[config.mk]
export PLATFORM = sky130hd
export DESIGN_NAME = axis_bram_sched
export DESIGN_NICKNAME = d
export VERILOG_FILES = /design/src/rtl/axis_bram_sched.sv
export SDC_FILE = /design/constraint.sdc
export NUM_CORES = 1
export LEC_CHECK = 0
export CORE_MARGIN = 3
export CORE_UTILIZATION = 28
export DETAILED_ROUTE_END_ITERATION = 8
export PLACE_DENSITY = 0.61
export SYNTH_ARGS = -nofsm -noshare
export SYNTH_HDL_FRONTEND = slang
export SYNTH_SLANG_ARGS = --single-unit
[constraint.sdc]
create_clock -name aclk -period 5.7 [get_ports aclk]
set_input_delay 1.14 -clock aclk [delete_from_list [all_inputs] [get_ports aclk]]
set_output_delay 1.14 -clock aclk [all_outputs]
set_load 0.1 [all_outputs]
[src/rtl/axis_bram_sched.sv]
// Job scheduler for an AXI-Stream <-> BRAM width adapter: arbitrates two descriptor
// requesters, loads the adapter, counts stream beats and reports completion/error.
// Optional idle-beat watchdog enabled by defining SCHED_TIMEOUT_EN.
module axis_bram_sched #(
  parameter int ADDR_WIDTH     = 12,
  parameter int BEATS_PER_WORD = 36,
  parameter int TIMEOUT_CYCLES = 1024
) (
  input  logic                  aclk,
  input  logic                  areset,
  input  logic                  req0_valid,
  output logic                  req0_ready,
  input  logic                  req0_rw,
  input  logic [ADDR_WIDTH-1:0] req0_start,
  input  logic [ADDR_WIDTH-1:0] req0_bound,
  output logic                  req0_done,
  input  logic                  req1_valid,
  output logic                  req1_ready,
  input  logic                  req1_rw,
  input  logic [ADDR_WIDTH-1:0] req1_start,
  input  logic [ADDR_WIDTH-1:0] req1_bound,
  output logic                  req1_done,
  output logic                  err,
  output logic                  busy,
  output logic                  rw,
  output logic                  addr_reload,
  output logic [ADDR_WIDTH-1:0] bram_start_addr,
  output logic [ADDR_WIDTH-1:0] bram_bound_addr,
  input  logic                  s_beat,
  input  logic                  s_last,
  input  logic                  m_beat,
  input  logic                  m_last
);

  typedef enum logic [1:0] {IDLE, LOAD, RUN, DONE} state_t;

  localparam int CNT_W = 18;
  localparam int EXP_W = ADDR_WIDTH + 1 + $clog2(BEATS_PER_WORD + 1);
  localparam int CMP_W = (EXP_W > CNT_W) ? EXP_W : CNT_W;

  state_t                state_q, state_d;
  logic                  prio_q, prio_d;     // 1 = requester 1 wins a tie
  logic                  gnt_q, gnt_d;
  logic                  rw_q, rw_d;
  logic [ADDR_WIDTH-1:0] start_q, start_d;
  logic [ADDR_WIDTH-1:0] bound_q, bound_d;
  logic [CNT_W-1:0]      cnt_q, cnt_d;
  logic                  done0_q, done0_d;
  logic                  done1_q, done1_d;
  logic                  err_q, err_d;
  logic                  ready0_c, ready1_c;
  logic                  reload_c;

  logic                  run_beat, run_last;
  logic                  pick1;
  logic                  sel_rw;
  logic [ADDR_WIDTH-1:0] sel_start, sel_bound;
  logic [ADDR_WIDTH:0]   span;
  logic [CMP_W-1:0]      exp_beats;
  logic                  timeout_hit;
  logic                  timeout_seen;

  assign run_beat  = (state_q == RUN) && (rw_q ? s_beat : m_beat);
  assign run_last  = rw_q ? s_last : m_last;
  assign pick1     = req1_valid && (!req0_valid || prio_q);
  assign sel_rw    = pick1 ? req1_rw    : req0_rw;
  assign sel_start = pick1 ? req1_start : req0_start;
  assign sel_bound = pick1 ? req1_bound : req0_bound;

  // Span is one bit wider than an address so a full-range job cannot wrap.
  assign span      = {1'b0, bound_q} - {1'b0, start_q} + {{ADDR_WIDTH{1'b0}}, 1'b1};
  assign exp_beats = CMP_W'(span) * CMP_W'(BEATS_PER_WORD);

`ifdef SCHED_TIMEOUT_EN
  localparam int WD_W = $clog2(TIMEOUT_CYCLES + 1);
  localparam logic [WD_W-1:0] WD_MAX = WD_W'(TIMEOUT_CYCLES - 1);

  logic [WD_W-1:0] wd_q, wd_d;
  logic            to_q, to_d;

  always_comb begin
    wd_d        = wd_q;
    to_d        = to_q;
    timeout_hit = 1'b0;
    if (state_q == IDLE) begin
      wd_d = '0;
      to_d = 1'b0;
    end else if (state_q == RUN) begin
      if (run_beat) begin
        wd_d = '0;
      end else if (wd_q == WD_MAX) begin
        wd_d        = '0;
        to_d        = 1'b1;
        timeout_hit = 1'b1;
      end else begin
        wd_d = wd_q + 1'b1;
      end
    end
  end

  always_ff @(posedge aclk or posedge areset) begin
    if (areset) begin
      wd_q <= '0;
      to_q <= 1'b0;
    end else begin
      wd_q <= wd_d;
      to_q <= to_d;
    end
  end

  assign timeout_seen = to_q;
`else
  assign timeout_hit  = 1'b0;
  assign timeout_seen = 1'b0;
`endif

  // NOTE: every variable gets a default before the case so no path infers a latch.
  always_comb begin
    state_d  = state_q;
    prio_d   = prio_q;
    gnt_d    = gnt_q;
    rw_d     = rw_q;
    start_d  = start_q;
    bound_d  = bound_q;
    cnt_d    = cnt_q;
    done0_d  = 1'b0;
    done1_d  = 1'b0;
    err_d    = 1'b0;
    ready0_c = 1'b0;
    ready1_c = 1'b0;
    reload_c = 1'b0;
    unique case (state_q)
      IDLE: begin
        if (req0_valid || req1_valid) begin
          ready0_c = !pick1;
          ready1_c = pick1;
          gnt_d    = pick1;
          prio_d   = !pick1;
          rw_d     = sel_rw;
          start_d  = sel_start;
          bound_d  = sel_bound;
          cnt_d    = '0;
          // An inverted range never touches the adapter.
          state_d  = (sel_bound < sel_start) ? DONE : LOAD;
        end
      end
      LOAD: begin
        reload_c = 1'b1;
        state_d  = RUN;
      end
      RUN: begin
        if (run_beat) begin
          // Saturate so a runaway stream cannot wrap back onto the expected count.
          cnt_d = (cnt_q == '1) ? cnt_q : cnt_q + 1'b1;
          if (run_last) state_d = DONE;
        end
        if (timeout_hit) state_d = DONE;
      end
      DONE: begin
        done0_d = !gnt_q;
        done1_d = gnt_q;
        err_d   = (bound_q < start_q) || timeout_seen ||
                  (CMP_W'(cnt_q) != exp_beats);
        state_d = IDLE;
      end
      default: state_d = IDLE;
    endcase
  end

  // NOTE: sequential state uses non-blocking assignments so all flops update together.
  always_ff @(posedge aclk or posedge areset) begin
    if (areset) begin
      state_q <= IDLE;
      prio_q  <= 1'b0;
      gnt_q   <= 1'b0;
      rw_q    <= 1'b0;
      start_q <= '0;
      bound_q <= '0;
      cnt_q   <= '0;
      done0_q <= 1'b0;
      done1_q <= 1'b0;
      err_q   <= 1'b0;
    end else begin
      state_q <= state_d;
      prio_q  <= prio_d;
      gnt_q   <= gnt_d;
      rw_q    <= rw_d;
      start_q <= start_d;
      bound_q <= bound_d;
      cnt_q   <= cnt_d;
      done0_q <= done0_d;
      done1_q <= done1_d;
      err_q   <= err_d;
    end
  end

  // Ready is decoded from IDLE, which reset also forces, so gate it to stay low in reset.
  assign req0_ready      = ready0_c && !areset;
  assign req1_ready      = ready1_c && !areset;
  assign req0_done       = done0_q;
  assign req1_done       = done1_q;
  assign err             = err_q;
  assign busy            = (state_q != IDLE);
  assign rw              = rw_q;
  assign addr_reload     = reload_c;
  assign bram_start_addr = start_q;
  assign bram_bound_addr = bound_q;

endmodule

==> impl_results.md, run 1 <==
- Register-to-Register Path Depth: 20
- Drt first-iter violations: around 140
- DRT Pass-1 Iters: 4
- DP HPWL: 9018 um
- Period utilization: roughly 90%
- Syn-to-layout area delta: 28.56%
- Core area: around 0.015 mm^2
- Clk slew on worst S/H paths: roughly 70 ps
- Starting density of the core: just under 30%
- Worst-Margin Slew: 1089 ps
- Vias per cell: between 4 and 5
- Critical path class: register to register
- Status: finished, final reports clean
- Num ports: 90
- Most frequent cell after synthesis: ha_1
- YS warnings: 0
- H-tree levels: 2
- Maximum fanout along the worst path: 4
- Post-synthesis cell count: approximately 490
- Total Wirelength: 11,120 um
- Register-to-register setup slack: roughly 630 ps
- Layout cells sized above 1: roughly 6.6%
- Synthesized area per cell: just over 9 um^2
- Global route overflow: 0
- Netlist area before placement: 0.004486 mm^2
- First-pass GRT wire length: ~18,000 um
- Final worst slack: 625.3 ps
- Routed len/inst: around 14 um
- Routability congestion estimate: roughly 0.85
- Die Width: about 130 um
- Post-synth EDFFs: 0
- Final Max Slew Viols: 0
- Port bufs: 89
- Worst Path Arrival: approximately 5300 ps
- Worst setup SP type: register
- Synth Flop Type: dfrtp_1
- Fmax: 197.1 MHz
- Clk root buf: clkbuf_16
- Antenna-violating nets left: 0
- Setup Skew: approximately 7.0 ps
- Post-CTS Resized: 0
- Yosys cell types: 59
- Slew margin rel.: between 20 and 30%
- Full die area: ~0.018 mm^2
- Top-area cell type share of the netlist area: 27.89%
- Ys async rst share: 100.0%
- Final hold violations: 0
- Hold Path Class: register to register
- Final setup TNS: 0 ps
- Initial antenna violation count: 0
- Clock sink count: 50
- CTS tree: yes
- Postcts setup bufs: 0
- Hold Buf Count CTS: 0
- Sequential cell area fraction in the yosys report: approximately 28%
- Hold depth: 1
- Antenna Diode Count: 0
- Top cells by count, synth: 61 x ha_1, 50 x dfrtp_1, 44 x inv_1
- Worst-Skew Late Latency: 300 ps
- Tmin final: slightly above 5000 ps
- Worst EP required: approximately 6000 ps
- Standard-cell rows: 45
- DIE HEIGHT: ~130 um
- RSZ-0062 raised after global routing: false
- Vias in the first global route: around 3.6k
- Nets: about 700
- Gr usage total: 12.58%
- Pin count of the biggest net entering global routing: just over 50
- Drc violations: 0
- Yosys top cell by area: dfrtp_1
- CP Capture Type: register
- Setup-failing EPs final: 0
- Post-Place Setup Slack: 695.9 ps
- CTS buffer count: 5
- Seq cells post-synth: 50
- CTS Buffer Depth: 2
- Via count: 3,767
- Max-Cap Viols: 0
- Synth area leaders: dfrtp_1 28%, ha_1 17%, xnor2_1 4.7%
- Syn_nets: 613
==> cell type report <==
type	count	area, um^2
Inverter	46	172.7
Sequential cell	50	1251
Clock buffer	6	138.9
Multi-Input combinational cell	378	3034
Timing Repair Buffer	90	893.4
Tap cell	211	264.0
Clock inverter	2	12.51
Fill cell	1568	9661
==> logic make-up (layout without fill, tap and decap cells) <==
kind of cell	after synthesis	count (layout)	share of synthesized area, %
buf+inv	59	144	4.965
simple gates	132	132	14.81
xor+xnor	39	39	7.783
mux	36	36	8.535
flops	50	50	27.89
fa+ha+maj	68	68	20.14
compound gates	103	103	15.87
==> path summary, 6_finish.rpt <==
kind	startpoint	to
worst max-delay path	bram_start_addr[4]	err
worst min-delay path	gnt_q	req0_done
worst max register to register	bram_start_addr[4]	err
worst min register to register	gnt_q	req0_done
max in group asynchronous	areset	bram_start_addr[10]
min in group asynchronous	areset	req0_done
==> state kept, by name, summed over array words and instances, names as in the netlist <==
name	count
cnt_q	18
gnt_q	1
bram_start_addr	12
rw	1
prio_q	1
state_q	2
req1_done	1
err	1
bram_bound_addr	12
req0_done	1
==> per-layer routing <==
metal,routed length (um),GRT usage (%),up-vias
li1,-,-,1891
met1,5318,17.71,1784
met2,5146,20.19,81
met3,543,2.433,11
met4,108,2.483,0
met5,0,0,-
==> metrics by stage <==
| step | std cells | hold slack [ps] | util [%] | instance area [um^2] |
|---|---|---|---|---|
| floorplan | 487 | 416.1 | - | 4486 |
| global placement | 775 | 449.5 | 36.40 | 5615 |
| detailed placement | 775 | 448.4 | 36.40 | 5615 |
| CTS | 783 | 460.2 | 37.38 | 5767 |
| global route | 783 | 481.6 | 37.38 | 5767 |
| finish | 783 | 455.1 | 37.38 | 5767 |
==> worst max-delay path, stage by stage, from the launching register on <==
cell	delay (ps)
dfrtp_1	390
inv_1	80
ha_1	160
inv_1	50
fa_1	550
and3b_1	200
a221o_1	360
o41ai_4	340
nand2b_1	160
a21oi_1	60
nor2_1	120
xnor2_1	170
ha_1	280
ha_1	230
or3_1	400
a41oi_1	260
o21ai_0	210
nor3b_1	190
a32o_1	280
a2111oi_2	350
o41a_1	170
==> placed cells by master (no fill, tap or decap), types with 4 or more instances in the layout <==
cell	n
clkdlybuf4s50_1	87
ha_1	61
dfrtp_1	50
inv_1	43
nand2_1	39
nor2_1	25
xnor2_1	24
a21oi_1	23
o21ai_0	19
nand3_1	18
mux2i_1	18
mux2_2	17
xor2_1	14
nor3_1	11
a22o_1	10
o21ai_1	8
a21o_1	7
nor2b_1	7
fa_1	7
clkbuf_16	5
o21bai_1	4
o2111ai_1	4
Power of run 1 is left out: the tool's default activity adds up to more than one toggle a clock period on the data nets, which glitch-free logic cannot reach.
==> run 2, diff against run 1 <==
Settings changed: ABC_AREA set to 1, PLACE_DENSITY 0.61 to 0.6.
==> run 2 against run 1 <==
Net effect: core utilization down 0.33 points; hold slack better by 14 ps; fmax up 22%; global-route usage up 1.1 points; final cell count up 21%; register-to-register slack better by 910 ps; die area up 5.6%; final area up 4.3%; synthesized cell count up 33%.
==> impl_results.md, run 2 <==
- Status: finished, final reports clean
- Final setup TNS: 0 ps (unchanged)
- Most common cell after layout, fill and taps aside: nand2_1
- Gr usage total: 13.67% (+1.1 points)
- Synth area leaders: dfrtp_1 26%, ha_1 16%, nand2_1 14%
- Slew margin rel.: 30.09% (+2.8 points)
- CTS tree: yes
- Most frequent cell after synthesis: nand2_1
- Global route overflow: 0 (unchanged)
- Top-area cell type share of the netlist area: 26.35% (-1.5 points)
- Netlist area before placement: 0.004748 mm^2 (+5.9%)
- Area occupied by multi-input gates: 0.003058 mm^2 (+0.78%)
- Largest register FFs: 18 (unchanged)
- Crit path top cell by count: nand3_1
- Seq cells post-synth: 50 (unchanged)
- Sequential cell area fraction in the yosys report: 26.35% (-1.5 points)
- Length of routed met3 wiring: 658 um (+21%)
- Drt first-iter violations: 209 (+55%)
- Antenna-violating nets left: 0 (unchanged)
- Maximum fanout along the worst path: 4 (unchanged)
- Post-CTS Resized: 0 (unchanged)
- Drc violations: 0 (unchanged)
- Ys async rst share: 100.0% (unchanged)
- Routed len/inst: 12.80 um (-9.9%)
- CP Capture Type: register
- Register area: 0.001251 mm^2 (unchanged)
- Initial antenna violation count: 0 (unchanged)
- Top sig layer: met4
- Final cell utilization of the core: 37.05% (-0.33 points)
- Setup-failing EPs final: 0 (unchanged)
- Yosys top cell by area: dfrtp_1
- Core area: 0.01623 mm^2 (+5.2%)
- Met2 wire len: 5668 um (+10%)
- Syn-to-layout area delta: 26.64%
- Worst-Margin Slew: 1047 ps (-41.67 ps)
- Critical path class: register to register
- Biggest register: cnt_q
- Clk root buf: clkbuf_16
- Total Wirelength: 12,160 um (+9.4%)
- Pin count of the biggest net entering global routing: 51 (unchanged)
- Max-Cap Viols: 0 (unchanged)
- Slowest stage delay, CP: 560 ps (about the same)
- Synth Flop Type: dfrtp_1
- Yosys cell types: 43 (-27%)
- Setup Skew: 6.537 ps (-0.4565 ps)
- YS warnings: 0 (unchanged)
- CTS Buffer Depth: 2 (unchanged)
- Final hold violations: 0 (unchanged)
- Antenna Diode Count: 0 (unchanged)
- Vias per cell: 4.600 (-4.4%)
- Final Max Slew Viols: 0 (unchanged)
- Register-to-register setup slack: 1530 ps (+910 ps)
- Num ports: 90 (unchanged)
- Die Width: 136.2 um (+2.8%)
- Tmin final: 4167 ps (-907.3 ps)
- Clk slew on worst S/H paths: 70 ps (about the same)
- Slowest-stage cell, CP: fa_1
- Routability congestion estimate: 0.8459 (about the same)
- Starting density of the core: 29.26% (+0.18 points)
- Hold Buf Count CTS: 0 (unchanged)
- M1 WL: 5710 um (+7.4%)
- Critical Path, Cell by Cell: ha_1 > fa_1 > nand3_1 > nand3_1 > a31oi_1 > o21ai_0 > a31oi_1 > xor2_1 > ha_1 > ha_1 > nand2_1 > nor2_1 > nand3_1 > nand3_1 > a21oi_1 > nor2_1 > nand3_1 > nand2_1 > nand4_1 > nand2_1 > inv_1
- CTS buffer count: 5 (unchanged)
- Postcts setup bufs: 0 (unchanged)
- Vias in the first global route: 4,218 (+16%)
- DIE HEIGHT: 136.2 um (+2.8%)
- Clock sink count: 50 (unchanged)
- Post-synthesis cell count: 650 (+33%)
- Period utilization: 73.11% (-16 points)
- WHS: 468.8 ps (+13.73 ps)
- Filler cells: 1,740 (+11%)
- Syn_nets: 776 (+27%)
- DP HPWL: 10,300 um (+14%)
- Layout cells sized above 1: 3.542% (-3.1 points)
- Top cells by count, synth: 179 x nand2_1, 96 x inv_1, 61 x ha_1
- Via count: 4,370 (+16%)
- Synthesized area per cell: 7.305 um^2 (-21%)
- Worst Path Arrival: 4360 ps (-950 ps)
- Fmax: 240.0 MHz (+22%)
- Most frequent cells in the layout: 179 x nand2_1, 95 x inv_1, 87 x clkdlybuf4s50_1
- Post-synth EDFFs: 0 (unchanged)
- Worst EP required: 5890 ps (-40 ps)
- First-pass GRT wire length: 20,610 um (+12%)
- DRT Pass-1 Iters: 5 (+1)
- Standard-cell rows: 46 (+2.2%)
- Hold Path Class: register to register
- RSZ-0062 raised after global routing: false
- Port bufs: 89 (unchanged)
- Worst setup SP type: register
- Nets: 860 (+23%)
- Worst-Skew Late Latency: 290 ps (about the same)
- H-tree levels: 2 (unchanged)
- Full die area: 0.01856 mm^2 (+5.6%)
run 2: cell types whose count changed in the layout (fill, tap and decap cells not counted), moves of 8 or more:
| cell | delta |
|---|---|
| a22o_1 | -10 |
| inv_1 | +52 |
| mux2_2 | -17 |
| nand2_1 | +140 |
| nand3_1 | +19 |
| nor2_1 | +13 |
| o21ai_0 | +14 |
| o21ai_1 | -8 |
| xnor2_1 | -17 |
run 2: critical path: cells and delay by family (launching register included):
family,cells,cell delay [ps]
AOI/OAI and AO/OA,4,710
buffers and inverters,1,40
and+or+nand+nor,11,1220
DFF,1,410
xor gates and xnor gates,1,240
adders and majority gates,4,1450
run 2: final cells by class:
cell class	instances	area share, %
clock inverters	2	0.6450
flip-flops and latches	50	20.81
well taps	216	4.494
inverters	97	6.138
multi-input cells	489	50.85
repair buffers	91	14.98
clock buffers	5	2.081
run 2: metrics by stage:
step	std cells	cell area [um^2]	setup WS, ps
floorplan	650	4748	900.0
global placement	943	5849	1529
detailed placement	943	5849	1532
CTS	950	6013	1521
global route	950	6013	1110
finish	950	6013	1533
run 2: final timing paths:
kind | startpoint | to | cells past startpoint
max reg2reg | bram_bound_addr[2] | err | 21
min | gnt_q | req0_done | 1
min reg2reg | gnt_q | req0_done | 1
min in group asynchronous | areset | prio_q | 2
max in group asynchronous | areset | bram_start_addr[10] | 2
max | bram_bound_addr[2] | err | 21
run 2: logic make-up (layout without fill, tap and decap cells):
| logic type | count (synthesis) | after routing | synth area share (%) |
|---|---|---|---|
| AO/OA/AOI/OAI | 93 | 93 | 11.49 |
| XOR/XNOR | 23 | 23 | 4.242 |
| adder cells (fa/ha/maj) | 68 | 68 | 19.02 |
| buffers and inverters | 111 | 195 | 9.328 |
| flip-flops | 50 | 50 | 26.35 |
| multiplexers | 11 | 11 | 2.319 |
| AND/OR/NAND/NOR | 294 | 294 | 27.25 |
run 2: layer usage:
metal | GRT usage, % | up-vias
li1 | - | 2298
met1 | 18.31 | 1975
met2 | 22.45 | 89
met3 | 2.998 | 8
met4 | 3.303 | 0
met5 | 0 | -
Power of run 2 is left out for the same reason.
==> run 3, diff against run 2 <==
Clock period 5.7 ns to 4 ns, I/O delays scaled along.
==> run 3 against run 2 <==
Net effect: wire length is 5.9% higher; hold slack worse by 2.3 ps; register-to-register slack worse by 1300 ps; sequential cell count stayed put; first-iteration DRC count is 19% lower; global-route usage is 0.62 points higher.
==> impl_results.md, run 3 (synthesis results as in run 2) <==
- CP startpoint: bram_bound_addr[2]
- Worst Path Arrival: 3950 ps (-410 ps)
- Placed Area: 0.005932 mm^2 (+1.4%)
- Vias in the first global route: 4,444 (+5.4%)
- Nets: 876 (+1.9%)
- DIE HEIGHT: 136.2 um (unchanged)
- First-pass GRT wire length: 21,740 um (+5.5%)
- Pin count of the biggest net entering global routing: 29 (-43%)
- CTS buffer count: 5 (unchanged)
- Routability congestion estimate: 0.8642 (+2.2%)
- Routed len/inst: 13.32 um (+4.1%)
- Most common cell after layout, fill and taps aside: nand2_1
- Final non-filler cell total: 967 (+1.8%)
- Most frequent cells in the layout: 174 x nand2_1, 91 x inv_1, 86 x clkdlybuf4s50_1
- Drc violations: 0 (unchanged)
- CTS Buffer Depth: 2 (unchanged)
- Num ports: 90 (unchanged)
- Cells after DPL: 950 (+0.74%)
- Starting density of the core: 29.26% (unchanged)
- Slew margin rel.: 30.57% (+0.48 points)
- Standard-cell rows: 46 (unchanged)
- Status: finished, final reports clean
- Die Width: 136.2 um (unchanged)
- Final hold violations: 0 (unchanged)
- Core area: 0.01623 mm^2 (unchanged)
- Gr usage total: 14.29% (+0.62 points)
- Drt first-iter violations: 169 (-19%)
- Full die area: 0.01856 mm^2 (unchanged)
- Maximum fanout along the worst path: 4 (unchanged)
- Clk slew on worst S/H paths: 70 ps (about the same)
- Critical path class: register to register
- H-tree levels: 2 (unchanged)
- Fmax: 266.7 MHz (+11%)
- Critical R2R Launch: bram_bound_addr[2]
- DRT Pass-1 Iters: 5 (unchanged)
- Area occupied by multi-input gates: 0.003343 mm^2 (+9.3%)
- WHS: 466.5 ps (-2.322 ps)
- DP HPWL: 10,510 um (+2.0%)
- Final Max Slew Viols: 0 (unchanged)
- Clk root buf: clkbuf_16
- Global route overflow: 0 (unchanged)
- Max-Cap Viols: 0 (unchanged)
- CTS tree: yes
- Register area: 0.001254 mm^2 (+0.20%)
- Worst setup SP type: register
- Biggest register: cnt_q
- Antenna-violating nets left: 0 (unchanged)
- Initial antenna violation count: 0 (unchanged)
- Port bufs: 89 (unchanged)
- Fin area: 0.006457 mm^2 (+7.4%)
- Hold depth: 1 (unchanged)
- Antenna Diode Count: 0 (unchanged)
- Total Wirelength: 12,880 um (+5.9%)
- Worst-Skew Late Latency: 300 ps (about the same)
- Largest register FFs: 18 (unchanged)
- Filler cells: 1,673 (-3.9%)
- Syn-to-layout area delta: 35.99%
- Vias per cell: 4.614 (+0.31%)
- Register-to-Register Path Depth: 21 (unchanged)
- Layout cells sized above 1: 12.12% (+8.6 points)
- Clock sink count: 50 (unchanged)
- Setup Skew: 7.604 ps (+1.067 ps)
- Tmin final: 3750 ps (-417.6 ps)
- Setup-failing EPs final: 0 (unchanged)
- Hold Path Class: register to register
- Worst-Margin Slew: 1038 ps (-8.885 ps)
- CP Capture Type: register
- Period utilization: 93.74% (+21 points)
- Via count: 4,462 (+2.1%)
- Hold Path Origin: gnt_q
- Worst EP required: 4200 ps (-1690 ps)
-- run 3: repair_timing --
action,CTS,global route
cloned,0,0
gates resized for setup,2,51
pin swaps,0,15
buffers inserted,0,9
endpoints found under the setup margin,1,1
hold buffers,0,0
-- run 3: final timing paths --
| path | slack [ps] | end |
|---|---|---|
| min in group asynchronous | 850 | cnt_q[3] |
| worst min register to register | 470 | req0_done |
| worst max-delay path | 250 | err |
| worst max register to register | 250 | err |
| worst min-delay path | 470 | req0_done |
| max in group asynchronous | 2510 | bram_start_addr[2] |
-- run 3: metal layers --
layer / vias to the layer above / share of wire, % / track usage, %
met5: - / 0 / 0
met4: 0 / 1.6 / 3.751
met3: 17 / 4.9 / 2.998
met2: 114 / 48 / 24.13
met1: 2013 / 46 / 18.56
li1: 2318 / - / -
-- run 3: metrics by stage --
stage | TNS [ps] | worst slack [ps] | utilization, %
floorplan | -205.0 | -205.0 | -
global placement | -47.09 | -47.09 | 36.55
detailed placement | -50.18 | -50.18 | 36.55
CTS | 0 | 14.15 | 37.68
global route | -15.78 | -15.78 | 39.79
finish | 0 | 250.2 | 39.79
-- run 3: area by class of cell --
| class | instances | share of cell area (%) |
|---|---|---|
| clock buffer | 6 | 2.151 |
| clock inverter | 2 | 0.6007 |
| multi-input combinational | 489 | 51.77 |
| timing repair buffer | 107 | 16.16 |
| tap | 216 | 4.185 |
| inverter | 97 | 5.716 |
| sequential | 50 | 19.41 |
-- run 3: worst max-delay path, stage by stage (launching register included) --
cell and delay, ps:
dfrtp_2 420, ha_4 170, fa_2 620, nand3_2 110, nand3_4 90, xor2_1 150, buf_4 150, ha_1 230
ha_1 240, fa_2 410, buf_4 150, nand3_1 90, nand2_1 60, nand2_1 50, nand2_1 80, xor2_1 150
nor2_1 110, nand4_1 80, nor2_1 110, nand4_1 80, nand2_1 60, inv_1 30
Power of run 3 is left out for the same reason.
